`config.mk`:
```
export PLATFORM = sky130hd
export DESIGN_NAME = bit_serial_gate_ctrl_flat
export DESIGN_NICKNAME = d
export VERILOG_FILES = /design/src/rtl/bit_serial_gate_ctrl_pkg.sv /design/src/rtl/bit_serial_gate_ctrl_if.sv /design/src/rtl/bit_serial_gate_ctrl_gates.sv /design/src/rtl/bit_serial_gate_ctrl.sv /design/src/flat_wrapper.sv
export SDC_FILE = /design/constraint.sdc
export NUM_CORES = 1
export LEC_CHECK = 0
export ABC_CLOCK_PERIOD_IN_PS = 5350
export CAP_MARGIN = 40
export CORE_MARGIN = 4
export CORE_UTILIZATION = 52
export DETAILED_ROUTE_END_ITERATION = 10
export HOLD_SLACK_MARGIN = 0.05
export MAX_ROUTING_LAYER = met4
export PLACE_DENSITY = 0.86
export SYNTH_ARGS = -nofsm -noshare
export SYNTH_HDL_FRONTEND = slang
export SYNTH_SLANG_ARGS = --single-unit
```
`constraint.sdc`:
```
create_clock -name clk -period 5.35 [get_ports clk]
set_input_delay 1.605 -clock clk [delete_from_list [all_inputs] [get_ports clk]]
set_output_delay 1.605 -clock clk [all_outputs]
set_load 0.03 [all_outputs]
```
`src/rtl/bit_serial_gate_ctrl_pkg.sv`:
```
// Shared constants and types for the bit-serial gate controller:
// opcode encodings, FSM state encoding and the default operand width.
package bit_serial_gate_ctrl_pkg;

  localparam int WIDTH_DEFAULT = 8;

  localparam logic [2:0] OP_AND  = 3'd0;
  localparam logic [2:0] OP_OR   = 3'd1;
  localparam logic [2:0] OP_NOT  = 3'd2;
  localparam logic [2:0] OP_XOR  = 3'd3;
  localparam logic [2:0] OP_XNOR = 3'd4;

  typedef enum logic [1:0] {
    ST_IDLE  = 2'd0,
    ST_SHIFT = 2'd1,
    ST_RESP  = 2'd2
  } state_t;

  // Opcodes above XNOR carry no gate function and are reported as errors.
  function automatic logic op_legal(input logic [2:0] op);
    return op <= OP_XNOR;
  endfunction

endpackage

```
`src/rtl/bit_serial_gate_ctrl_if.sv`:
```
// Request/response bundle between two requesters, the controller and the result consumer.
// master = requester/consumer side, slave = the controller.
interface bit_serial_gate_ctrl_if #(
  parameter int WIDTH = bit_serial_gate_ctrl_pkg::WIDTH_DEFAULT
) ();

  logic             req0_valid;
  logic             req0_ready;
  logic [2:0]       req0_op;
  logic [WIDTH-1:0] req0_a;
  logic [WIDTH-1:0] req0_b;

  logic             req1_valid;
  logic             req1_ready;
  logic [2:0]       req1_op;
  logic [WIDTH-1:0] req1_a;
  logic [WIDTH-1:0] req1_b;

  logic             rsp_valid;
  logic             rsp_ready;
  logic [WIDTH-1:0] rsp_data;
  logic             rsp_id;
  logic             rsp_err;

  logic             busy;

  modport master (
    output req0_valid, req0_op, req0_a, req0_b,
    output req1_valid, req1_op, req1_a, req1_b,
    output rsp_ready,
    input  req0_ready, req1_ready,
    input  rsp_valid, rsp_data, rsp_id, rsp_err,
    input  busy
  );

  modport slave (
    input  req0_valid, req0_op, req0_a, req0_b,
    input  req1_valid, req1_op, req1_a, req1_b,
    input  rsp_ready,
    output req0_ready, req1_ready,
    output rsp_valid, rsp_data, rsp_id, rsp_err,
    output busy
  );

endinterface

```
`src/rtl/bit_serial_gate_ctrl_gates.sv`:
```
// One-bit gate unit: every logic function is derived purely from 2-input NORs,
// all five results are offered in parallel for the caller to select from.
module basic_gates_using_nor (
  input  logic a,
  input  logic b,
  output logic y_and,
  output logic y_or,
  output logic y_not,
  output logic y_xor,
  output logic y_xnor
);

  function automatic logic nor2(input logic x, input logic y);
    return ~(x | y);
  endfunction

  logic n_a;
  logic n_b;
  logic n_ab;

  assign n_a  = nor2(a, a);
  assign n_b  = nor2(b, b);
  assign n_ab = nor2(a, b);

  assign y_not  = n_a;
  assign y_or   = nor2(n_ab, n_ab);
  assign y_and  = nor2(n_a, n_b);
  // a^b is low exactly when both are high (y_and) or both are low (n_ab).
  assign y_xor  = nor2(y_and, n_ab);
  assign y_xnor = nor2(y_xor, y_xor);

endmodule

```
`src/rtl/bit_serial_gate_ctrl.sv`:
```
// Two-requester round-robin controller evaluating a bitwise op one bit per cycle, LSB first;
// response appears WIDTH+1 cycles after acceptance and is held until the consumer takes it.
module bit_serial_gate_ctrl
  import bit_serial_gate_ctrl_pkg::*;
#(
  parameter int WIDTH = WIDTH_DEFAULT
) (
  input logic                 clk,
  input logic                 rst_n,
  bit_serial_gate_ctrl_if.slave bus
);

  localparam int CW = $clog2(WIDTH);

  state_t           state;
  logic             ptr;
  logic [CW-1:0]    cnt;
  logic [WIDTH-1:0] a_reg;
  logic [WIDTH-1:0] b_reg;
  logic [WIDTH-1:0] result;
  logic [2:0]       op_reg;
  logic             id_reg;

  logic             rsp_valid_reg;
  logic [WIDTH-1:0] rsp_data_reg;
  logic             rsp_id_reg;
  logic             rsp_err_reg;
  logic             busy_reg;

  logic grant0;
  logic grant1;

  // Readies are combinational from IDLE state; gated by rst_n so nothing is accepted in reset.
  always_comb begin
    grant0 = 1'b0;
    grant1 = 1'b0;
    if (rst_n && state == ST_IDLE) begin
      if (bus.req0_valid && (!bus.req1_valid || !ptr)) begin
        grant0 = 1'b1;
      end else if (bus.req1_valid) begin
        grant1 = 1'b1;
      end
    end
  end

  assign bus.req0_ready = grant0;
  assign bus.req1_ready = grant1;

  logic bit_a;
  logic bit_b;
  logic g_and;
  logic g_or;
  logic g_not;
  logic g_xor;
  logic g_xnor;
  logic gate_bit;

  assign bit_a = a_reg[cnt];
  assign bit_b = b_reg[cnt];

  basic_gates_using_nor u_gate (
    .a      (bit_a),
    .b      (bit_b),
    .y_and  (g_and),
    .y_or   (g_or),
    .y_not  (g_not),
    .y_xor  (g_xor),
    .y_xnor (g_xnor)
  );

  always_comb begin
    gate_bit = 1'b0;
    case (op_reg)
      OP_AND:  gate_bit = g_and;
      OP_OR:   gate_bit = g_or;
      OP_NOT:  gate_bit = g_not;
      OP_XOR:  gate_bit = g_xor;
      OP_XNOR: gate_bit = g_xnor;
      default: gate_bit = 1'b0;
    endcase
  end

  always_ff @(posedge clk) begin
    if (!rst_n) begin
      state         <= ST_IDLE;
      ptr           <= 1'b0;
      cnt           <= '0;
      a_reg         <= '0;
      b_reg         <= '0;
      result        <= '0;
      op_reg        <= OP_AND;
      id_reg        <= 1'b0;
      rsp_valid_reg <= 1'b0;
      rsp_data_reg  <= '0;
      rsp_id_reg    <= 1'b0;
      rsp_err_reg   <= 1'b0;
      busy_reg      <= 1'b0;
    end else begin
      case (state)
        ST_IDLE: begin
          if (grant0 || grant1) begin
            op_reg   <= grant1 ? bus.req1_op : bus.req0_op;
            a_reg    <= grant1 ? bus.req1_a  : bus.req0_a;
            b_reg    <= grant1 ? bus.req1_b  : bus.req0_b;
            id_reg   <= grant1;
            ptr      <= grant0;
            cnt      <= '0;
            result   <= '0;
            busy_reg <= 1'b1;
            state    <= ST_SHIFT;
          end
        end

        ST_SHIFT: begin
          result[cnt] <= gate_bit;
          // Counter parks on the last index rather than wrapping.
          if (cnt == CW'(WIDTH - 1)) begin
            state <= ST_RESP;
          end else begin
            cnt <= cnt + 1'b1;
          end
        end

        ST_RESP: begin
          // First RESP cycle loads the response register; afterwards it is frozen until taken.
          if (!rsp_valid_reg) begin
            rsp_valid_reg <= 1'b1;
            rsp_data_reg  <= result;
            rsp_id_reg    <= id_reg;
            rsp_err_reg   <= !op_legal(op_reg);
          end else if (bus.rsp_ready) begin
            rsp_valid_reg <= 1'b0;
            busy_reg      <= 1'b0;
            state         <= ST_IDLE;
          end
        end

        default: begin
          state    <= ST_IDLE;
          busy_reg <= 1'b0;
        end
      endcase
    end
  end

  assign bus.rsp_valid = rsp_valid_reg;
  assign bus.rsp_data  = rsp_data_reg;
  assign bus.rsp_id    = rsp_id_reg;
  assign bus.rsp_err   = rsp_err_reg;
  assign bus.busy      = busy_reg;

endmodule

```
`src/flat_wrapper.sv`:
```
// flat-port wrapper written by rule: the top's interface ports become plain ports
module bit_serial_gate_ctrl_flat import bit_serial_gate_ctrl_pkg::*;
#(
  parameter int WIDTH = WIDTH_DEFAULT
)
  (clk, rst_n, bus_req0_valid, bus_req0_op, bus_req0_a, bus_req0_b, bus_req1_valid, bus_req1_op, bus_req1_a, bus_req1_b, bus_rsp_ready, bus_req0_ready, bus_req1_ready, bus_rsp_valid, bus_rsp_data, bus_rsp_id, bus_rsp_err, bus_busy);
  bit_serial_gate_ctrl_if #(.WIDTH(WIDTH)) bus_i ();
  input logic clk;
  input logic rst_n;
  input wire logic [$bits(bus_i.req0_valid)-1:0] bus_req0_valid;
  input wire logic [$bits(bus_i.req0_op)-1:0] bus_req0_op;
  input wire logic [$bits(bus_i.req0_a)-1:0] bus_req0_a;
  input wire logic [$bits(bus_i.req0_b)-1:0] bus_req0_b;
  input wire logic [$bits(bus_i.req1_valid)-1:0] bus_req1_valid;
  input wire logic [$bits(bus_i.req1_op)-1:0] bus_req1_op;
  input wire logic [$bits(bus_i.req1_a)-1:0] bus_req1_a;
  input wire logic [$bits(bus_i.req1_b)-1:0] bus_req1_b;
  input wire logic [$bits(bus_i.rsp_ready)-1:0] bus_rsp_ready;
  output wire logic [$bits(bus_i.req0_ready)-1:0] bus_req0_ready;
  output wire logic [$bits(bus_i.req1_ready)-1:0] bus_req1_ready;
  output wire logic [$bits(bus_i.rsp_valid)-1:0] bus_rsp_valid;
  output wire logic [$bits(bus_i.rsp_data)-1:0] bus_rsp_data;
  output wire logic [$bits(bus_i.rsp_id)-1:0] bus_rsp_id;
  output wire logic [$bits(bus_i.rsp_err)-1:0] bus_rsp_err;
  output wire logic [$bits(bus_i.busy)-1:0] bus_busy;
  assign bus_i.req0_valid = bus_req0_valid;
  assign bus_i.req0_op = bus_req0_op;
  assign bus_i.req0_a = bus_req0_a;
  assign bus_i.req0_b = bus_req0_b;
  assign bus_i.req1_valid = bus_req1_valid;
  assign bus_i.req1_op = bus_req1_op;
  assign bus_i.req1_a = bus_req1_a;
  assign bus_i.req1_b = bus_req1_b;
  assign bus_i.rsp_ready = bus_rsp_ready;
  assign bus_req0_ready = bus_i.req0_ready;
  assign bus_req1_ready = bus_i.req1_ready;
  assign bus_rsp_valid = bus_i.rsp_valid;
  assign bus_rsp_data = bus_i.rsp_data;
  assign bus_rsp_id = bus_i.rsp_id;
  assign bus_rsp_err = bus_i.rsp_err;
  assign bus_busy = bus_i.busy;
  bit_serial_gate_ctrl #(.WIDTH(WIDTH)) u_core (.clk(clk), .rst_n(rst_n), .bus(bus_i));
endmodule
```
==> flow_metrics.tcl, run 1 <==
set metrics [dict create \
    drt_wl_total_mm 4.484 \
    cts_inserted_buffers 5 \
    timing.fmax_mhz 206.5 \
    crit_start "rst_n" \
    fillers 342 \
    syn-cell-area_sq_um 2252 \
    r2r-start "u_core.cnt[0]$_SDFFE_PN0P_" \
    critPathKind "primary input to output pin" \
    skew_ns 0.006672 \
    drtIter0Drc 123 \
    hold_slack_ns 0.4748 \
    critPathArrivalTime_ns 3.24 \
    reg2reg_setup_slack_ns 2.41 \
    slew_viol_final 0 \
    start_util_pct 55.11 \
    die-width_microns 73.81 \
    grt_pass1_vias 1834 \
    cp-end-kind "output pin" \
    ant_nets 0 \
    critical_path.endpoint "bus_req0_ready" \
    n_antenna_cell 0 \
    netlist.area_leader.share_pct 40.89 \
    grt_pass1_wl_mm 7.541 \
    clock-sinks 46 \
    worst-path-max-fanout 4 \
    p_int_mw 0.5674 \
    maxSlewHeadroom_pct 60.20 \
    min_period_ns 4.842 \
    grt_setup_unrepaired "false" \
    ys_warn_count 0 \
    nets 336 \
    async_flop_share_pct 0 \
    cts_hold_buf 0 \
    synth_top_cells_by_area "dfxtp_1 41%, mux2i_1 13%, nor2_1 7.2%, a211oi_1 5.7%, buf_6 2.5%" \
    clk_pin_slew_ns 0.08 \
    setup_viol_count_final 0 \
    clk_latency_ns 0.30 \
    fin_tns_setup_ns 0 \
    vias_per_cell 5.585 \
    core_area_sq_um 4086 \
    vdd_drop_max_mv 0.1293 \
    track_usage_pct 18.34 \
    cts_buffer_depth 2 \
    synth_edf_count 0 \
    power_frac_comb_pct 16.7 \
    hpwl_mm 3.354 \
    die_h_microns 73.81 \
    clockRootBuffer "clkbuf_8" \
    overflow 0 \
    rows 23 \
    synthesis.nets 285 \
    reg2reg_to "u_core.result[5]$_SDFFE_PN0P_" \
    drc 0 \
    worstMarginPinSlew_ns 0.5930 \
    required_ns 3.74 \
    gp_congestion 0.8015 \
    period_share_pct 90.50 \
    synth_cell_type_count 44 \
    synth_ff_type "dfxtp_1" \
    power_per_cell_area_nw_per_um2 260.3 \
    synthTopCellsByCount "46 x dfxtp_1, 43 x nor2_1, 30 x mux2i_1" \
    reg2reg_depth 7 \
    hold_viol_final 0 \
    seq_power_share_pct 49.7 \
    power.switching_mw 0.1872 \
    io_buffers 56 \
    synth.largest_area_cell "dfxtp_1" \
    drtPass1Iterations 4 \
    cts_tree "built" \
    wire_per_inst_microns 13.19 \
    ctsHtreeMaxLevel 2 \
    swShare_pct 24.81 \
    syn_inst 238 \
    synth.most_common_cell "dfxtp_1" \
    status "finished clean" \
    min_path_type "flip-flop to flip-flop" \
    post_cts_buffers 0 \
    syn_avg_cell_area_sq_um 9.463 \
    num_io_pins 57 \
    p_leak_nw 1.171 \
    grt_max_degree 42 \
    cap_violations 0 \
    vias 1899 \
    syn_to_final_growth_pct 28.72 \
    cp-start-kind "primary input" \
    synth_seq_cells 46 \
    antenna_found_initial 0 \
    ys_seq_area_share_pct 40.89 \
    die-area_sq_um 5448 \
    ctsResizeCount 0 \
    p_clk_share_pct 33.6 \
    drive_above_1_share_pct 8.966 \
]
area by class of cell:
cell class                 count  area [sq um]  share of cell area [%]
clock buffer                   6         72.57                   2.503
clock inverter                 2         37.54                   1.295
inverter                       6         22.52                  0.7769
multi-input combinational    170          1195                   41.22
sequential                    46         920.9                   31.77
tap                           50         62.56                   2.158
timing repair buffer          60         588.1                   20.28
power groups by stage:
stage | Sequential [mW] | Clock (mW) | Combinational, mW
floorplan | 0.378 | 0 | 0.0858
global placement | 0.382 | 0 | 0.122
detailed placement | 0.383 | 0 | 0.126
CTS | 0.375 | 0.258 | 0.127
global route | 0.378 | 0.271 | 0.138
finish | 0.375 | 0.254 | 0.126
critical path: stages:
cell and delay, ns:
clkdlybuf4s50_1 0.50, nor3b_4 0.24, and3_1 0.22, clkdlybuf4s50_1 0.67
worst min-delay path by stage:
stage	startpoint	end	slack [ns]	cells past startpoint
after floorplan	u_core.result[0]$_SDFFE_PN0P_	u_core.bus.rsp_data[0]$_SDFFE_PN0P_	0.46	2
after global placement	u_core.bus.rsp_err$_SDFFE_PN0P_	u_core.bus.rsp_err$_SDFFE_PN0P_	0.46	2
after detailed placement	u_core.bus.rsp_err$_SDFFE_PN0P_	u_core.bus.rsp_err$_SDFFE_PN0P_	0.47	2
after CTS	u_core.bus.rsp_err$_SDFFE_PN0P_	u_core.bus.rsp_err$_SDFFE_PN0P_	0.48	2
after global routing	u_core.bus.rsp_err$_SDFFE_PN0P_	u_core.bus.rsp_err$_SDFFE_PN0P_	0.49	2
final	u_core.bus.rsp_err$_SDFFE_PN0P_	u_core.bus.rsp_err$_SDFFE_PN0P_	0.47	2
through the flow:
step	util [%]	power, mW	instances	cell area, sq um	setup slack, ns
after floorplan	-	0.4634	238	2252	1.429
final	70.94	0.7547	340	2899	0.5083
after CTS	70.94	0.7598	340	2899	0.5248
after global placement	68.25	0.5042	332	2789	0.5378
after global routing	70.94	0.7872	340	2899	0.4450
after detailed placement	68.25	0.5095	332	2789	0.5246
cell families after synthesis:
| group | synth area share [%] |
|---|---|
| buffers and inverters | 6.056 |
| adders and majority gates | 2.222 |
| and+or+nand+nor | 18.39 |
| AOI/OAI and AO/OA | 16.61 |
| DFF | 40.89 |
| muxes | 15.83 |
layout by cell type (no fill, tap or decap), types with 2 or more instances in the layout:
cell type        count
inv_1                5
mux2i_1             30
nand2b_1             5
ha_1                 4
nor2_1              43
a211oi_1            17
clkdlybuf4s50_1     55
a31oi_1              8
nand2_1              6
dfxtp_1             46
a211oi_2             2
nand3_1              2
a21oi_1              8
mux4_2               2
nor3b_1              4
and3_1               4
nor3_1               5
o21ai_0              9
clkbuf_8             5
buf_4                5
per-layer routing:
metal / GRT usage [%] / share of wire, %
met1: 19.83 / 44
met2: 30.91 / 48
met3: 4.788 / 6.2
met4: 9.054 / 1.8
met5: - / 0
No activity file was read; power rests on OpenSTA's default activity.
==> run 2, diff against run 1 <==
Settings changed: CORE_UTILIZATION 52 to 26, PLACE_DENSITY 0.86 to 0.5.
==> run 2 against run 1 <==
Count of clock-buffer cells in the layout grew 1. Cell area grew 1.9%. Global-route usage shrank 8.0 points. Clock skew is essentially flat. Die area grew 88%. Routed wire length grew 7.4%. Via count shrank 6.4%. Largest power group unchanged. Sequential power is essentially flat. Total power shrank 4.9%. Critical path type unchanged. Hold slack lost 0.0053 ns. Utilization shrank 36 points.
==> flow_metrics.tcl, run 2 (same netlist as run 1, synthesis figures left out) <==
set metrics [dict create \
    status "finished clean" \
    register_area_sq_um 920.9 \
    slew_viol_final 0 \
    multi_input_area_sq_um 1200 \
    drc 0 \
    timing.fmax_mhz 206.3 \
    critPathKind "primary input to output pin" \
    setup_viol_count_final 0 \
    syn_to_final_growth_pct 31.17 \
    drt_wl_total_mm 4.815 \
    fin_tns_setup_ns 0 \
    worst-path-max-fanout 4 \
    drtIter0Drc 29 \
    clk_latency_ns 0.30 \
    die-area_sq_um 10220 \
    maxSlewHeadroom_pct 60.15 \
    grt_max_degree 42 \
    cts_hold_buf 0 \
    post_cts_buffers 0 \
    critPathArrivalTime_ns 3.24 \
    num_io_pins 57 \
    vias 1777 \
    p_leak_nw 1.169 \
    start_util_pct 27.00 \
    ant_nets 0 \
    die_h_microns 101.1 \
    period_share_pct 90.62 \
    power_mw 0.7174 \
    grt_pass1_vias 1731 \
    gp_congestion 0.7356 \
    clockRootBuffer "clkbuf_8" \
    clk_pin_slew_ns 0.08 \
    vdd_drop_max_mv 0.09205 \
    cp-end-kind "output pin" \
    cts_tree "built" \
    n_antenna_cell 0 \
    drtPass1Iterations 4 \
    ctsHtreeMaxLevel 2 \
    grt_setup_unrepaired "false" \
    min_path_cells 2 \
    cap_violations 0 \
    min_path_type "flip-flop to flip-flop" \
    core_area_sq_um 8341 \
    die-width_microns 101.1 \
    min_period_ns 4.848 \
    wire_per_inst_microns 12.19 \
    nets 336 \
    hpwl_mm 3.575 \
    layout_commonest_cell "clkdlybuf4s50_1" \
    ctsResizeCount 0 \
    cts_inserted_buffers 5 \
    grt_pass1_wl_mm 8.190 \
    required_ns 3.74 \
    hold_viol_final 0 \
    clock-sinks 46 \
    cp-start-kind "primary input" \
    dp_slack_ns 0.5031 \
    worstMarginPinSlew_ns 0.5970 \
    reg2reg_depth 8 \
    overflow 0 \
    power_per_cell_area_nw_per_um2 242.9 \
    io_buffers 56 \
    rows 33 \
    fin_util_pct 35.42 \
    skew_ns 0.007047 \
    setup_ws_ns 0.5020 \
    final_cell_mix "55 x clkdlybuf4s50_1, 46 x dfxtp_1, 43 x nor2_1" \
    fillers 854 \
    antenna_found_initial 0 \
    vias_per_cell 4.499 \
    cts_buffer_depth 2 \
    drive_above_1_share_pct 9.310 \
    track_usage_pct 10.35 \
]
==> run 2: changes by cell type in the layout (fill, tap and decap cells not counted) <==
cell / delta
clkinvlp_4: -1
clkbuf_8: +1
nor3_1: -1
bufinv_16: -1
nor3_2: +1
clkinv_2: +1
==> run 2: metal layers <==
| metal | vias to the layer above | track usage [%] | share of wire, % |
|---|---|---|---|
| met2 | 50 | 15.95 | 45 |
| met4 | 0 | 3.067 | 1.1 |
| met1 | 764 | 12.97 | 47 |
| li1 | 956 | - | - |
| met3 | 7 | 3.253 | 7.5 |
| met5 | - | - | 0 |
==> run 2: final cells by class <==
cell class	instances	share of cell area, %
well taps	105	4.447
clock buffers	7	2.922
repair buffers	60	19.91
multi-input cells	170	40.62
flip-flops and latches	46	31.17
clock inverters	1	0.1694
inverters	6	0.7624
==> run 2: final timing paths <==
| path | startpoint | to | slack [ns] |
|---|---|---|---|
| worst max-delay path | rst_n | bus_req0_ready | 0.50 |
| worst min-delay path | u_core.bus.rsp_err$_SDFFE_PN0P_ | u_core.bus.rsp_err$_SDFFE_PN0P_ | 0.47 |
| worst max register to register | u_core.cnt[0]$_SDFFE_PN0P_ | u_core.result[0]$_SDFFE_PN0P_ | 2.44 |
| worst min register to register | u_core.bus.rsp_err$_SDFFE_PN0P_ | u_core.bus.rsp_err$_SDFFE_PN0P_ | 0.47 |
==> run 2: power by group <==
| group | switching, mW | leakage (nW) | total [mW] | internal (mW) |
|---|---|---|---|---|
| sequential | 0.0155 | 0.376 | 0.375 | 0.359 |
| combinational | 0.0565 | 0.745 | 0.125 | 0.0684 |
| clock | 0.113 | 0.0482 | 0.217 | 0.104 |
| total | 0.185 | 1.17 | 0.717 | 0.532 |
==> run 2: worst max-delay path: stages <==
cell             delay (ns)
clkdlybuf4s50_1        0.50
nor3b_4                0.25
and3_1                 0.21
clkdlybuf4s50_1        0.67
==> run 2: metrics by stage <==
stage	cells	cell area [sq um]	hold WS, ns
floorplan	238	2252	0.4583
global placement	386	2855	0.4639
detailed placement	387	2863	0.4608
CTS	395	2954	0.4739
global route	395	2954	0.4910
finish	395	2954	0.4695
==> run 3, diff against run 2 <==
Settings changed: SLEW_MARGIN set to 40.
==> run 3 against run 2 <==
Hold slack better by 0.00085 ns. Count of clock-buffer cells in the layout is the same. Non-clock buffer count decreased by 1. Sequential power hardly changed. Clock skew fell by 0.0036 ns. Clock power is essentially flat. First-iteration DRC count is 48% higher.
==> flow_metrics.tcl, run 3 (same netlist as run 1, synthesis figures left out) <==
set metrics [dict create \
    final_cell_mix "55 x clkdlybuf4s50_1, 46 x dfxtp_1, 43 x nor2_1" \
    worstMarginPinSlew_ns 0.6967 \
    cp-end-kind "output pin" \
    antenna_found_initial 0 \
    period_share_pct 90.56 \
    hold_end "u_core.bus.rsp_err$_SDFFE_PN0P_" \
    min_period_ns 4.845 \
    gp_congestion 0.7356 \
    grt_max_degree 42 \
    skew_ns 0.003462 \
    ctsResizeCount 0 \
    core_area_sq_um 8341 \
    reg2reg_to "u_core.result[4]$_SDFFE_PN0P_" \
    vias 1780 \
    maxSlewHeadroom_pct 53.40 \
    drt_wl_total_mm 4.779 \
    power_mw 0.7180 \
    hp-start "u_core.bus.rsp_err$_SDFFE_PN0P_" \
    clock-sinks 46 \
    drc 0 \
    power_per_cell_area_nw_per_um2 243.2 \
    ctsHtreeMaxLevel 2 \
    drtIter0Drc 43 \
    r2r-start "u_core.cnt[0]$_SDFFE_PN0P_" \
    cp_cell_sequence "clkdlybuf4s50_1 > nor3b_4 > and3_1 > clkdlybuf4s50_1" \
    drive_above_1_share_pct 8.997 \
    timing.fmax_mhz 206.4 \
    cp_slowest_cell "clkdlybuf4s50_1" \
    hold_viol_final 0 \
    die-area_sq_um 10220 \
    slew_viol_final 0 \
    hpwl_mm 3.539 \
    post_cts_buffers 0 \
    nets 335 \
    wire_per_inst_microns 12.13 \
    crit_top_cell "clkdlybuf4s50_1" \
    min_path_cells 2 \
    vias_per_cell 4.518 \
    min_path_type "flip-flop to flip-flop" \
    cts_buffer_depth 2 \
    critPathKind "primary input to output pin" \
    rows 33 \
    grt_pass1_wl_mm 8.086 \
    cp-start-kind "primary input" \
    ant_nets 0 \
    drtPass1Iterations 4 \
    reg2reg_setup_slack_ns 2.46 \
    n_antenna_cell 0 \
    clk_latency_ns 0.30 \
    vdd_drop_max_mv 0.08357 \
    reg2reg_depth 8 \
    clockRootBuffer "clkbuf_8" \
    worst-path-max-fanout 4 \
    syn_to_final_growth_pct 31.11 \
    critPathMaxStageDelay_ns 0.67 \
    fillers 863 \
    io_buffers 56 \
    die_h_microns 101.1 \
    required_ns 3.74 \
    start_util_pct 27.00 \
    cts_tree "built" \
    critPathArrivalTime_ns 3.24 \
    clk_pin_slew_ns 0.08 \
    grt_setup_unrepaired "false" \
    die-width_microns 101.1 \
    layout_commonest_cell "clkdlybuf4s50_1" \
    track_usage_pct 10.33 \
    cap_violations 0 \
    status "finished clean" \
    hold_slack_ns 0.4703 \
    num_io_pins 57 \
    p_leak_nw 1.164 \
    fin_tns_setup_ns 0 \
    cts_hold_buf 0 \
    setup_viol_count_final 0 \
    grt_pass1_vias 1697 \
    cts_inserted_buffers 5 \
    overflow 0 \
]
run 3: worst max path at each step:
stage | from | endpoint | slack, ns | depth (start not counted)
finish | rst_n | bus_req0_ready | 0.50 | 4
global route | rst_n | bus_req0_ready | 0.40 | 4
CTS | rst_n | bus_req0_ready | 0.51 | 4
detailed placement | rst_n | bus_req0_ready | 0.51 | 4
global placement | rst_n | bus_req0_ready | 0.52 | 4
floorplan | rst_n | bus_req1_ready | 1.43 | 4
run 3: layout make-up:
class                           instances  area (sq um)  share of cell area, %
Sequential cell                        46         920.9                  31.19
Clock buffer                            7         86.33                  2.924
Tap cell                              105         131.4                  4.449
Timing Repair Buffer                   59         580.6                  19.66
Inverter                                6         22.52                 0.7627
Clock inverter                          1         5.005                 0.1695
Multi-Input combinational cell        170          1206                  40.85
run 3: critical path, delay by kind of cell:
kind	cells	cell delay, ns
buffers and inverters	2	1.17
AND/OR/NAND/NOR	2	0.46
run 3: power by group:
part	switching [mW]	internal (mW)	total, mW	leakage, nW
Clock	0.114	0.104	0.218	0.0482
Combinational	0.0565	0.0684	0.125	0.740
Sequential	0.0156	0.359	0.375	0.376
run 3: layer usage:
layer / global-route usage, % / part of all wire [%]
met1: 13.35 / 49
met2: 15.34 / 43
met3: 2.768 / 6.7
met4: 3.988 / 1.6
met5: - / 0
run 3: per-stage QoR:
stage	area [sq um]	setup WS, ns	std cells	util (%)
4_1_cts	2953	0.5051	394	35.40
5_1_grt	2953	0.4049	394	35.40
6_report	2953	0.5048	394	35.40
2_1_floorplan	2252	1.429	238	-
3_5_place_dp	2861	0.5063	386	34.31
3_3_place_gp	2855	0.5170	386	34.23
